===== src/rtl/array_rd_pkg.sv =====
// Shared types and sizing helpers for the array row reader.
// Package defaults set the nominal geometry; the top may override per instance.
package array_rd_pkg;

  localparam int NROWS_DEF = 2;
  localparam int NCOLS_DEF = 2;
  localparam int NBITS_DEF = 16;

  typedef enum logic [0:0] {
    IDLE   = 1'b0,
    STREAM = 1'b1
  } state_e;

  typedef logic signed [NBITS_DEF-1:0] elem_t;
  typedef elem_t [NCOLS_DEF-1:0]       row_t;

  // Index width never drops below one bit, so a single-row array still has a ROW_IDX.
  function automatic int idx_w(input int n);
    return (n > 1) ? $clog2(n) : 1;
  endfunction

  localparam int IDX_W_DEF = idx_w(NROWS_DEF);

endpackage


===== src/rtl/array_row_mux.sv =====
// Combinational row selector: picks row sel out of a packed NROWS x NCOLS array.
module array_row_mux
  import array_rd_pkg::*;
#(
  parameter int NROWS = NROWS_DEF,
  parameter int NCOLS = NCOLS_DEF,
  parameter int NBITS = NBITS_DEF,
  parameter int IW    = idx_w(NROWS)
) (
  input  logic [NROWS-1:0][NCOLS-1:0][NBITS-1:0] src,
  input  logic [IW-1:0]                          sel,
  output logic [NCOLS-1:0][NBITS-1:0]            row
);

  assign row = src[sel];

endmodule


===== src/rtl/array_row_reader.sv =====
// Captures a 2D array on START and streams it out one row per valid/ready handshake.
// state  | meaning
// IDLE   | waiting for START; outputs quiet
// STREAM | ROW_VALID held high, advancing one row per accepted handshake
module array_row_reader
  import array_rd_pkg::*;
#(
  parameter  int NROWS = NROWS_DEF,
  parameter  int NCOLS = NCOLS_DEF,
  parameter  int NBITS = NBITS_DEF,
  localparam int IW    = idx_w(NROWS)
) (
  input  logic                                   CLK,
  input  logic                                   RST,
  input  logic                                   START,
  input  logic                                   REVERSE,
  input  logic [NROWS-1:0][NCOLS-1:0][NBITS-1:0] A,
  output logic [NCOLS-1:0][NBITS-1:0]            ROW,
  output logic [IW-1:0]                          ROW_IDX,
  output logic                                   ROW_VALID,
  input  logic                                   ROW_READY,
  output logic                                   ROW_LAST,
  output logic                                   BUSY,
  output logic                                   DONE
);

  localparam logic [IW-1:0] LAST_FWD = IW'(NROWS - 1);

  state_e                                 state;
  logic                                   rev_q;
  logic [IW-1:0]                          ptr;
  logic [IW-1:0]                          nxt_ptr;
  logic [NROWS-1:0][NCOLS-1:0][NBITS-1:0] buf_q;
  logic [NROWS-1:0][NCOLS-1:0][NBITS-1:0] src;
  logic [NCOLS-1:0][NBITS-1:0]            mux_row;
  logic                                   take;
  logic                                   hs;
  logic                                   at_final;
  logic                                   nxt_last;

  function automatic logic is_final(input logic [IW-1:0] p, input logic rev);
    return rev ? (p == '0) : (p == LAST_FWD);
  endfunction

  always_comb begin
    take     = (state == IDLE) && START;
    hs       = (state == STREAM) && ROW_VALID && ROW_READY;
    at_final = is_final(ptr, rev_q);
    nxt_ptr  = ptr;
    if (take)
      nxt_ptr = REVERSE ? LAST_FWD : '0;
    else if (hs && !at_final)
      nxt_ptr = rev_q ? (ptr - IW'(1)) : (ptr + IW'(1));
    nxt_last = is_final(nxt_ptr, take ? REVERSE : rev_q);
    // The first row comes straight from A because the snapshot lands on the same edge.
    src      = take ? A : buf_q;
  end

  array_row_mux #(
    .NROWS (NROWS),
    .NCOLS (NCOLS),
    .NBITS (NBITS),
    .IW    (IW)
  ) u_mux (
    .src (src),
    .sel (nxt_ptr),
    .row (mux_row)
  );

  always_ff @(posedge CLK) begin
    if (take)
      buf_q <= A;
  end

  always_ff @(posedge CLK or posedge RST) begin
    if (RST) begin
      state     <= IDLE;
      rev_q     <= 1'b0;
      ptr       <= '0;
      ROW       <= '0;
      ROW_VALID <= 1'b0;
      ROW_LAST  <= 1'b0;
      BUSY      <= 1'b0;
      DONE      <= 1'b0;
    end else begin
      DONE <= 1'b0;
      case (state)
        IDLE: begin
          if (take) begin
            rev_q     <= REVERSE;
            ptr       <= nxt_ptr;
            ROW       <= mux_row;
            ROW_VALID <= 1'b1;
            ROW_LAST  <= nxt_last;
            BUSY      <= 1'b1;
            state     <= STREAM;
          end
        end
        STREAM: begin
          if (hs) begin
            if (at_final) begin
              ROW_VALID <= 1'b0;
              ROW_LAST  <= 1'b0;
              BUSY      <= 1'b0;
              DONE      <= 1'b1;
              state     <= IDLE;
            end else begin
              ptr      <= nxt_ptr;
              ROW      <= mux_row;
              ROW_LAST <= nxt_last;
            end
          end
        end
        default: state <= IDLE;
      endcase
    end
  end

  assign ROW_IDX = ptr;

endmodule


===== config.mk =====
export PLATFORM = sky130hd
export DESIGN_NAME = array_row_reader
export DESIGN_NICKNAME = d
export VERILOG_FILES = /design/src/rtl/array_rd_pkg.sv /design/src/rtl/array_row_mux.sv /design/src/rtl/array_row_reader.sv
export SDC_FILE = /design/constraint.sdc
export NUM_CORES = 1
export LEC_CHECK = 0
export CAP_MARGIN = 5
export CORE_MARGIN = 8
export CORE_UTILIZATION = 44
export CTS_CLUSTER_SIZE = 28
export DETAILED_ROUTE_END_ITERATION = 6
export GPL_TIMING_DRIVEN = 0
export PLACE_DENSITY = 0.76
export SYNTH_ARGS = -nofsm -noshare
export SYNTH_HDL_FRONTEND = slang
export SYNTH_HIERARCHICAL = 1
export SYNTH_SLANG_ARGS = --single-unit

===== constraint.sdc =====
create_clock -name CLK -period 1.8 [get_ports CLK]
set_input_delay 0.54 -clock CLK [delete_from_list [all_inputs] [get_ports CLK]]
set_output_delay 0.54 -clock CLK [all_outputs]
set_load 0.05 [all_outputs]

==> results.yml <==
place:
  io_buffers: 105
  gp_congestion: 0.776
  place_hpwl_um: 7260
synth:
  synth_cells: 400
  ys_ff_latch: 102
  ys_seq_area_share_pct: 53.3
  syn_nets: 469
  yosysWarnings: 6
  syn_avg_cell_area_um2: 10.5
  ys_types: 20
  synth_area_leaders: "dfxtp_1 31%, dfrtp_1 23%, mux2_4 21%"
  synth_area_leader_cell: "dfxtp_1"
  synth.cell_area_um2: 4190
  synth_top_cell_area_share_pct: 30.6
sta:
  grt_setup_unrepaired: "yes"
  slew_headroom_pct: 55.1
  finalSetupViolations: 32
  worst_slew_pin_slew_ps: 674
  fmax_mhz: 506
  finalClockSkew_ps: 11.8
  hold_viol_final: 0
  layout_setup_ws_ps: -175
  fin_crit_ps: 1970
  period_share_pct: 110
  tns_ps: -3720
  maxSlewViolCount: 0
detailed_routing:
  num_vias: 3108
  vias_per_cell: 4.67
  dr.pass1.iters: 4
  avgRoutedWirePerCell_um: 16.0
  drc: 0
  final_antenna_net_count: 0
  first_iter_violations: 69
  routed_wl_um: 10700
finish:
  area_growth_pct: 39.0
  insertedDiodeCount: 0
  final_cell_mix: "194 x nand2_1, 65 x clkdlybuf4s50_1, 64 x mux2_4, 64 x dfxtp_1, 36 x dfrtp_1"
  multi_input_area_um2: 1840
  regArea_um2: 2230
  nNetsFinal: 601
  drive_gt1_share_pct: 29.6
  num-fill-cells: 764
  mostFrequentLayoutCell: "nand2_1"
critical_path:
  critPathKind: "reg -> reg"
  rrSetupSlack_ps: -170
  r2r_end: "ROW[28]"
  ff2ff_path_depth: 9
  worstPathMaxFanout: 6
  worstPathRequired_ps: 2030
  cp-start-kind: "flip-flop"
  cp.arrival_ps: 2210
  r2r_start: "state"
  endpoint_kind: "flip-flop"
power_and_ir_drop:
  ir_drop_mv: 1.34
  p_leak_nw: 2.89
  finalPower_mw: 12.3
  p_per_area_nw_per_um2: 2110
clocking:
  cts_buffer_depth: 2
  postCtsHoldBufs: 0
  clk_pin_slew_ps: 100
  root_buffer: "clkbuf_8"
  htreeDepth: 3
  clock-sinks: 102
  clock_latency_ps: 350
  cts_buffers: 9
  cts_tree: "yes"
grt:
  antenna_found_initial: 0
  grt_usage_pct: 16.9
  grt_pass1_wl_um: 17200
  grt-ovfl-total: 0
  grt_max_degree: 36
  grt_pass1_vias: 3463
floorplanning:
  initial_core_util_pct: 45.4
  num_io_pins: 106
  fp.dieW_um: 114
  rows: 35
  core_um2: 9240
  die_h_um: 114
  die_area_um2: 12900
flow_run:
  cap_violations: 0
hold_path:
  hold_path_class: "in -> async"
outcome:
  violations: "negative setup slack"
  outcome: "finished with violations"
-- per-layer routing --
metal | share of wire, % | vias up | routed length [µm] | track usage [%]
met1 | 44 | 1483 | 4730 | 20.0
li1 | - | 1526 | - | -
met2 | 48 | 81 | 5100 | 28.6
met4 | 2.2 | 0 | 234 | 5.77
met3 | 5.7 | 18 | 612 | 4.91
met5 | 0 | - | 0 | 0
-- cells in the mapped netlist, drive strengths merged --
master / count
buf: 17
clkbuf: 6
dfrtp: 38
dfxtp: 64
inv: 2
mux2: 64
nand2: 195
nand2b: 1
nand3: 3
nor2: 2
nor2b: 2
o211ai: 2
o21ai: 3
xor2: 1
-- repair_timing --
item / CTS / global route
setup endpoints to repair: 93 / 56
pin swaps: 1 / 1
buffers inserted: 12 / 4
endpoints found under the hold margin: 0 / 0
resized for setup: 112 / 46
gates cloned: 3 / 0
-- report_power, final --
group | switching [mW] | internal [mW] | leakage, nW
combinational | 3.57 | 3.44 | 1.79
sequential | 0.463 | 3.38 | 1.01
clock | 0.761 | 0.682 | 0.0955
total | 4.80 | 7.50 | 2.89
-- critical path, stage by stage, from the launching register on --
cell and delay (ps):
dfrtp_2 440, nand2b_4 160, buf_8 120, nand3_4 70
o211ai_1 100, buf_6 160, buf_12 130, buf_12 130
mux2_4 290, mux2_4 260
-- layout make-up --
| type | instances | share of cell area, % |
|---|---|---|
| clock buffer | 11 | 2.43 |
| multi-input combinational | 273 | 31.6 |
| inverter | 2 | 0.129 |
| timing repair buffer | 123 | 20.3 |
| buffer | 21 | 3.46 |
| sequential | 102 | 38.4 |
| clock inverter | 5 | 1.01 |
| tap | 129 | 2.77 |
-- cells by family (layout without fill, tap and decap cells) --
logic type	after synthesis	count (layout)	synth area share, %
buf+inv	25	162	4.36
simple gates	203	203	18.4
flops	102	102	53.3
mux	64	64	22.6
compound gates	5	5	0.985
xor+xnor	1	1	0.388
-- worst max path at each step --
stage	slack, ps	from	end
final	-170	state	ROW[28]
after global routing	-240	state	ROW[28]
after CTS	-180	state	ROW[28]
after detailed placement	-940	START	ROW[1]
after global placement	-880	START	ROW[13]
after floorplan	-190	START	ROW[0]
-- registers in the layout, indices dropped and copies added (netlist names) --
signal,count
BUSY,1
DONE,1
ROW,32
ROW_IDX,1
ROW_LAST,1
buf_q,64
rev_q,1
state,1
-- metrics by stage --
stage / setup WS [ps] / instance area [µm²] / util, % / instances / hold WS [ps]
final: -175 / 5830 / 63.1 / 666 / 375
after global routing: -237 / 5830 / 63.1 / 666 / 350
after CTS: -185 / 5930 / 64.2 / 665 / 353
after detailed placement: -939 / 5470 / 59.2 / 635 / 430
after global placement: -876 / 5450 / 59.0 / 634 / 428
after floorplan: -189 / 4240 / - / 400 / 413
Power figures use the tool's default switching activity.
